--- src/rtl/onehot_dec_pkg.sv ---
// onehot_dec_pkg: shared types and helpers for the one-hot hold decoder.
//   dec_state_t : decoder FSM states (IDLE, HOLD)
//   onehot()    : binary index to one-hot vector, 1 << idx
package onehot_dec_pkg;

    typedef enum logic {IDLE, HOLD} dec_state_t;

    localparam int MAX_AW = 5;
    localparam int MAX_N  = 1 << MAX_AW;

    function automatic logic [MAX_N-1:0] onehot(input logic [MAX_AW-1:0] idx);
        return {{(MAX_N-1){1'b0}}, 1'b1} << idx;
    endfunction

endpackage

--- src/rtl/onehot_hold_dec.sv ---
// onehot_hold_dec: registered binary-to-one-hot decoder that holds each strobe
// for HOLD_CYCLES clocks, with a valid/ready handshake and a synchronous abort.
//   clk      in   clock, rising edge
//   rst_n    in   asynchronous active-low reset
//   a        in   encoded index [AW-1:0]
//   in_valid in   a is valid this cycle
//   in_ready out  decoder can accept a this cycle
//   clr      in   synchronous abort of current strobe and pending entry
//   y        out  one-hot strobe [2**AW-1:0], zero when idle
//   y_valid  out  y is non-zero
//   busy     out  holding a strobe or a pending entry
// Define ONEHOT_DEC_PEND_EN to add a one-entry pending register that accepts a
// request mid-hold and launches it with no gap when the current hold ends.
module onehot_hold_dec
    import onehot_dec_pkg::*;
#(
    parameter int AW          = 2,
    parameter int HOLD_CYCLES = 3
) (
    input  logic              clk,
    input  logic              rst_n,
    input  logic [AW-1:0]     a,
    input  logic              in_valid,
    output logic              in_ready,
    input  logic              clr,
    output logic [(1<<AW)-1:0] y,
    output logic              y_valid,
    output logic              busy
);

    localparam int N  = 1 << AW;
    localparam int CW = (HOLD_CYCLES > 1) ? $clog2(HOLD_CYCLES) : 1;

    dec_state_t    state_q, state_d;
    logic [CW-1:0] cnt_q, cnt_d;
    logic [N-1:0]  y_q, y_d;
    logic          rdy_q;
    logic          done, acc, launch;
    logic [AW-1:0] launch_a;

    // Last hold cycle (or idle): the next edge may start a new strobe.
    assign done = (state_q == IDLE) || (cnt_q == '0);
    assign acc  = in_valid && in_ready;

`ifdef ONEHOT_DEC_PEND_EN
    logic          pend_valid_q, pend_valid_d;
    logic [AW-1:0] pend_a_q, pend_a_d;

    assign in_ready = rdy_q && !pend_valid_q && !clr;
    assign busy     = (state_q == HOLD) || pend_valid_q;

    // A stored request takes priority at the end of a hold; while it is
    // stored in_ready is low, so it can never collide with a fresh accept.
    always_comb begin
        pend_valid_d = pend_valid_q;
        pend_a_d     = pend_a_q;
        launch       = acc && done;
        launch_a     = a;
        if (clr) begin
            pend_valid_d = 1'b0;
        end else if (done && pend_valid_q) begin
            launch       = 1'b1;
            launch_a     = pend_a_q;
            pend_valid_d = 1'b0;
        end else if (!done && acc) begin
            pend_valid_d = 1'b1;
            pend_a_d     = a;
        end
    end

    always_ff @(posedge clk or negedge rst_n) begin
        if (!rst_n) begin
            pend_valid_q <= 1'b0;
            pend_a_q     <= '0;
        end else begin
            pend_valid_q <= pend_valid_d;
            pend_a_q     <= pend_a_d;
        end
    end
`else
    assign in_ready = rdy_q && done && !clr;
    assign busy     = (state_q == HOLD);
    assign launch   = acc;
    assign launch_a = a;
`endif

    always_comb begin
        state_d = state_q;
        cnt_d   = cnt_q;
        y_d     = y_q;
        if (clr) begin
            state_d = IDLE;
            cnt_d   = '0;
            y_d     = '0;
        end else if (launch) begin
            state_d = HOLD;
            cnt_d   = CW'(HOLD_CYCLES - 1);
            y_d     = N'(onehot(MAX_AW'(launch_a)));
        end else if (!done) begin
            cnt_d   = cnt_q - 1'b1;
        end else begin
            state_d = IDLE;
            cnt_d   = '0;
            y_d     = '0;
        end
    end

    // rdy_q keeps in_ready low during reset and for the first edge after it.
    always_ff @(posedge clk or negedge rst_n) begin
        if (!rst_n) begin
            state_q <= IDLE;
            cnt_q   <= '0;
            y_q     <= '0;
            rdy_q   <= 1'b0;
        end else begin
            state_q <= state_d;
            cnt_q   <= cnt_d;
            y_q     <= y_d;
            rdy_q   <= 1'b1;
        end
    end

    assign y       = y_q;
    assign y_valid = |y_q;

endmodule

--- config.mk ---
export PLATFORM = sky130hd
export DESIGN_NAME = onehot_hold_dec
export DESIGN_NICKNAME = d
export VERILOG_FILES = /design/src/rtl/onehot_dec_pkg.sv /design/src/rtl/onehot_hold_dec.sv
export SDC_FILE = /design/constraint.sdc
export NUM_CORES = 1
export LEC_CHECK = 0
export CORE_AREA = 2 2 39 41
export DETAILED_ROUTE_END_ITERATION = 7
export DIE_AREA = 0 0 41 43
export PLACE_DENSITY = 0.5
export RECOVER_POWER = 100
export SLEW_MARGIN = 20
export SYNTH_ARGS = -nofsm -noshare
export SYNTH_HDL_FRONTEND = slang
export SYNTH_SLANG_ARGS = --single-unit
--- constraint.sdc ---
create_clock -name clk -period 1.75 [get_ports clk]
set_input_delay 0.2625 -clock clk [delete_from_list [all_inputs] [get_ports clk]]
set_output_delay 0.2625 -clock clk [all_outputs]
set_load 0.02 [all_outputs]
==> results of run 1 <==
per-layer routing:
metal | vias to the layer above | track usage
met3 | 0 | 0.0524
met5 | - | 0
met2 | 11 | 0.156
met4 | 0 | 0.0600
li1 | 138 | -
met1 | 127 | 0.0924
per-stage QoR:
| stage | setup slack (ns) | setup TNS (ns) | instances |
|---|---|---|---|
| 3_5_place_dp | -0.0681 | -0.0681 | 60 |
| 2_1_floorplan | 0.392 | 0 | 30 |
| 3_3_place_gp | -0.0430 | -0.0430 | 60 |
| 6_report | 0.155 | 0 | 63 |
| 4_1_cts | 0.0210 | 0 | 63 |
| 5_1_grt | 0.0643 | 0 | 63 |
state kept, by name (all words and copies together), names as in the netlist:
name	count
y	4
busy	1
cnt_q	2
rdy_q	1
path summary, 6_finish.rpt:
path	from	cells past startpoint	endpoint
worst max-delay path	y[1]	2	y_valid
worst min-delay path	rst_n	1	y[3]
worst max register to register	cnt_q[0]	5	y[1]
worst min register to register	cnt_q[0]	1	cnt_q[0]
max in group asynchronous	rst_n	1	cnt_q[1]
min in group clk	cnt_q[0]	1	cnt_q[0]
layout make-up:
| cell class | count | area (µm²) |
|---|---|---|
| Clock buffer | 3 | 22.5 |
| Fill cell | 133 | 876 |
| Inverter | 3 | 11.3 |
| Multi-Input combinational cell | 19 | 130 |
| Sequential cell | 8 | 200 |
| Tap cell | 16 | 20.0 |
| Timing Repair Buffer | 14 | 124 |
synth_stat cells:
cell	n
nor2_1	1
nor2b_2	1
nand2b_4	1
nor3b_2	1
and3_4	1
or4_1	1
nand3_1	1
o21ai_1	1
o31ai_1	2
and2_1	1
inv_1	3
a32o_1	2
or2_1	1
nand2_1	3
conb_1	1
ha_1	1
dfrtp_1	8
power breakdown:
part / internal, W / leakage (nW) / total, W / switching, W
logic: 0.0000232 / 0.129 / 0.0000463 / 0.0000231
clock network: 0.0000783 / 0.0138 / 0.000138 / 0.0000594
registers: 0.000190 / 0.108 / 0.000192 / 0.00000220
placed cells by master, fill, tap and decap left out:
cell type and instances:
dfrtp_1 8, dlygate4sd3_1 6, clkdlybuf4s50_1 4, inv_1 3, nand2_1 3, clkbuf_4 3, o31ai_1 2, a32o_1 2
buf_4 2, nand2b_1 1, nor2b_2 1, and2_0 1, or2_0 1, nor2_1 1, or4_1 1, nand3_1 1
o21ai_0 1, nor3b_2 1, and3_1 1, ha_1 1, clkbuf_1 1, clkbuf_2 1, conb_1 1
timing repair:
item,CTS,global route
gates resized for setup,3,3
pin swaps,0,0
setup endpoints to repair,2,2
kinds of logic after synthesis:
group,Yosys count
and+or+nand+nor,12
DFF,8
AOI/OAI and AO/OA,5
buffers and inverters,3
adders and majority gates,1
other,1
==> metrics.md, run 1 <==
| Metric | Value |
|---|---|
| Status | finished, final reports clean |
| Setup Fix Bufs, Post-CTS | 0 |
| Die area | 1760 µm² |
| Finish-stage setup viols | 0 |
| Fin util | 0.367 |
| Largest stage delay on the critical path | 0.51 ns |
| Share of cells above drive strength 1 | 0.170 |
| Top delay family on crit path | simple AND/OR/NAND/NOR gates |
| Post-synthesis mux area share | 0 |
| Largest family of logic cells by synthesized area | simple AND/OR/NAND/NOR gates |
| Vias in the first global route | 294 |
| Post-Route Skew | 0.00319 ns |
| Post-layout instance area | 508 µm² |
| Pwr Density | 741 nW/µm² |
| RD Place Congestion | 0.644 |
| Gr ovfl total | 0 |
| Synth area leader | dfrtp_1 |
| Fin crit period | 1.60 ns |
| CP Class | flip-flop to output port |
| Adder-Cell Fraction of Synth Area | 0.0353 |
| Antenna fix cells | 0 |
| CTS tree | done |
| I/O pins | 13 |
| CP Cell Sequence | or4_1 -> clkbuf_1 |
| Pin count of the biggest net entering global routing | 9 |
| H-tree Lvls | 1 |
| RSZ-0062 raised after global routing | false |
| Top cells by area, synth | dfrtp_1 57%, a32o_1 5.7%, o31ai_1 4.2% |
| Bufs and invs on worst path | 1 |
| Top layer in use | met3 |
| Global-route wire length before repair | 1090 µm |
| Max VDD drop | 340 µV |
| Maximum fanout along the worst path | 3 |
| Metal2 WL | 335 µm |
| Met1 wire length | 268 µm |
| WP data required | 1.49 ns |
| Max-cap violation count | 0 |
| Initial Util | 0.256 |
| Critical path's slowest cell | or4_1 |
| Via-to-Cell Ratio | 4.38 |
| # port buffers | 12 |
| Core Area | 1380 µm² |
| Hold Path Class | primary input to asynchronous set/reset pin |
| Worst skew pair latency | 0.25 ns |
| Post-route ant nets | 0 |
| Number of cell rows | 14 |
| Mapped Cells | 30 |
| Initial DRT Pass Iterations | 4 |
| Post-Synth Simple-Gate Area | 0.244 |
| CTS root buf | clkbuf_4 |
| Leak pwr | 0.250 nW |
| Synth warn | 0 |
| Worst setup SP type | flip-flop |
| Clk sinks | 8 |
| Xor/xnor share of the synthesized area | 0 |
| Mapped Nets | 37 |
| Total Power | 0.000376 W |
| DRC | 0 |
| Clock transition at path regs | 0.05 ns |
| Fin nets | 56 |
| Register area share after synthesis | 0.565 |
| CTS buffer count | 3 |
| Initial DRC Count | 3 |
| Met3 wire len | 79 µm |
| Gr usage total | 0.0982 |
| CP endpoint kind | output port |
| Die H | 43 µm |
| Synth Register Bits | 8 |
| Detail Placement HPWL | 534 µm |
| Critical Path AT | 1.33 ns |
| Placed cell areas | 509 µm² |
| Synth Area in Compound Gates | 0.113 |
| Synthesis-to-finish area growth | 43.5% |
| Die X | 41 µm |
| Hold WS | 0.360 ns |
| Hold buffer count at cts | 0 |
| Synth Area per Inst | 11.8 µm² |
| Area share of the largest cell type after synthesis | 0.565 |
| Longest Clk Path Bufs | 2 |
| Via count | 276 |
| Max-slew violation count | 0 |
| Final Cycle Share | 0.912 |
| Initial antenna violation count | 0 |
| Drt total wl | 684 µm |
| DR WL/cell | 10.9 µm |
| Cell variety after synth | 17 |
| Flop-to-flop setup slack | 0.42 ns |
| Max Clk Rate | 627 MHz |
| Post-Syn Area | 354 µm² |
| Final hold vios | 0 |
No activity file was read; power rests on OpenSTA's default activity.
==> inputs of run 2 (changes only) <==
--- a/config.mk
+++ b/config.mk
@@ -5,9 +5,10 @@
 export SDC_FILE = /design/constraint.sdc
 export NUM_CORES = 1
 export LEC_CHECK = 0
-export CORE_AREA = 2 2 39 41
+export CORE_AREA = 5 5 42 44
+export CTS_BUF_LIST = sky130_fd_sc_hd__clkbuf_16
 export DETAILED_ROUTE_END_ITERATION = 7
-export DIE_AREA = 0 0 41 43
+export DIE_AREA = 0 0 47 49
 export PLACE_DENSITY = 0.5
 export RECOVER_POWER = 100
 export SLEW_MARGIN = 20
==> metrics.md, run 2 (synthesized netlist as in run 1, its figures left out) <==
| Metric | Value |
|---|---|
| Fill count | 145 (+9.0%) |
| DR WL/cell | 12.4 µm (+14%) |
| Pwr Density | 1090 nW/µm² (+47%) |
| Post-Route Skew | 0.00378 ns (+0.000589 ns) |
| Fin util | 0.404 (+0.0374) |
| Switching pwr | 0.000109 W (+28%) |
| Vias in the first global route | 339 (+15%) |
| Gr ovfl total | 0 (unchanged) |
| Final Cycle Share | 0.962 (+0.0500) |
| Initial antenna violation count | 0 (unchanged) |
| Top delay family on crit path | simple AND/OR/NAND/NOR gates |
| Share of cells above drive strength 1 | 0.170 (unchanged) |
| Die H | 49 µm (+14%) |
| Max Clk Rate | 594 MHz (-5.2%) |
| Hold Path Class | primary input to asynchronous set/reset pin |
| Global-route wire length before repair | 1320 µm (+21%) |
| CP endpoint kind | output port |
| WP data required | 1.49 ns (about the same) |
| Finish-stage setup viols | 0 (unchanged) |
| Commonest non-fill, non-tap cell in the layout | dfrtp_1 |
| Maximum fanout along the worst path | 3 (unchanged) |
| Die area | 2300 µm² (+31%) |
| Commonest cells after routing, fill and taps aside | 8 x dfrtp_1, 6 x dlygate4sd3_1, 4 x clkdlybuf4s50_1 |
| Max-slew violation count | 0 (unchanged) |
| Final hold vios | 0 (unchanged) |
| Leak pwr | 0.277 nW (+11%) |
| CP Class | flip-flop to output port |
| Pin count of the biggest net entering global routing | 9 (unchanged) |
| FF+latch area | 200 µm² (unchanged) |
| Clock group share of total power | 0.610 (+0.244) |
| Worst setup SP type | flip-flop |
| Worst skew pair latency | 0.23 ns (-0.02 ns) |
| # port buffers | 12 (unchanged) |
| Setup_tns | 0 ns (unchanged) |
| Antenna fix cells | 0 (unchanged) |
| Total Power | 0.000618 W (+64%) |
| Cells after DPL | 60 (unchanged) |
| Non-Filler Instances | 63 (unchanged) |
| I/O pins | 13 (unchanged) |
| Detail Placement HPWL | 644 µm (+20%) |
| Comb pwr share | 0.078 (-0.045) |
| Gr usage total | 0.0845 (-0.0137) |
| Initial Util | 0.253 (-0.00320) |
| Initial DRT Pass Iterations | 4 (unchanged) |
| CTS tree | done |
| Fin nets | 56 (unchanged) |
| Area occupied by multi-input gates | 130 µm² (unchanged) |
| DRC | 0 (unchanged) |
| Hold buffer count at cts | 0 (unchanged) |
| Initial DRC Count | 7 (+4) |
| Via-to-Cell Ratio | 4.63 (+5.8%) |
| Core Area | 1400 µm² (+1.3%) |
| Critical path's slowest cell | or4_1 |
| Number of flip-flops in the largest register | 4 (unchanged) |
| CTS root buf | clkbuf_16 |
| CP Cell Sequence | or4_1 -> clkdlybuf4s15_1 |
| Fin crit period | 1.68 ns (+0.0875 ns) |
| Clk sinks | 8 (unchanged) |
| Die X | 47 µm (+15%) |
| Hold WS | 0.387 ns (+0.0274 ns) |
| Max VDD drop | 511 µV (+50%) |
| Status | finished, final reports clean |
| Largest stage delay on the critical path | 0.51 ns (about the same) |
| Critical Path AT | 1.42 ns (+0.09 ns) |
| CTS buffer count | 3 (unchanged) |
| Setup Fix Bufs, Post-CTS | 0 (unchanged) |
| Bufs and invs on worst path | 1 (unchanged) |
| RSZ-0062 raised after global routing | false |
| Pint | 0.000509 W (+75%) |
| Via count | 292 (+5.8%) |
| Clock transition at path regs | 0.04 ns (about the same) |
| Switching part of the total | 0.176 (-0.0490) |
| Longest Clk Path Bufs | 2 (unchanged) |
| Number of cell rows | 14 (unchanged) |
| Reg power frac | 0.313 (-0.198) |
| H-tree Lvls | 1 (unchanged) |
| Max-cap violation count | 0 (unchanged) |
| Synthesis-to-finish area growth | 60.1% |
| Drt total wl | 782 µm (+14%) |
| RD Place Congestion | 0.718 (+12%) |
| Post-route ant nets | 0 (unchanged) |
==> run 2: cell count changes in the layout (fill, tap and decap cells not counted), sizes merged <==
cell	change
clkbuf	-1
clkdlybuf4s15	+1
==> run 2: path summary, 6_finish.rpt <==
path                               start       end  slack, ns  depth (start not counted)
worst max-delay path                y[1]   y_valid       0.07                          2
worst min-delay path               rst_n      y[3]       0.39                          1
worst max register to register  cnt_q[0]      y[1]       0.43                          5
worst min register to register  cnt_q[0]  cnt_q[0]       0.42                          1
max in group asynchronous          rst_n  cnt_q[0]       1.09                          1
min in group clk                cnt_q[0]  cnt_q[0]       0.42                          1
==> run 2: final cells by class <==
type | count | share of cell area
Sequential cell | 8 | 0.353
Timing Repair Buffer | 14 | 0.230
Clock buffer | 3 | 0.132
Inverter | 3 | 0.0199
Multi-Input combinational cell | 19 | 0.230
Tap cell | 16 | 0.0353
==> run 2: routing by layer <==
layer	track usage	up-vias	routed length, µm
li1	-	136	-
met1	0.0788	141	274
met2	0.131	13	397
met3	0.0406	2	105
met4	0.0691	0	5
met5	0	-	0
==> run 2: power by group through the flow <==
| stage | combinational (W) | sequential (W) | clock [W] |
|---|---|---|---|
| floorplan | 0.0000170 | 0.000199 | 0 |
| global placement | 0.0000533 | 0.000196 | 0 |
| detailed placement | 0.0000542 | 0.000196 | 0 |
| CTS | 0.0000526 | 0.000194 | 0.000389 |
| global route | 0.0000536 | 0.000194 | 0.000393 |
| finish | 0.0000481 | 0.000193 | 0.000377 |
==> run 2: repair_timing <==
action / in CTS / in global routing
endpoints found under the hold margin: 0 / 0
setup endpoints to repair: 2 / 2
resized for setup: 2 / 3
==> run 2: through the flow <==
stage / setup WS (ns) / instance area, µm²
2_1_floorplan: 0.392 / 354
3_3_place_gp: -0.0609 / 509
3_5_place_dp: -0.0929 / 509
4_1_cts: 0.0290 / 582
5_1_grt: 0.0130 / 567
6_report: 0.0673 / 567
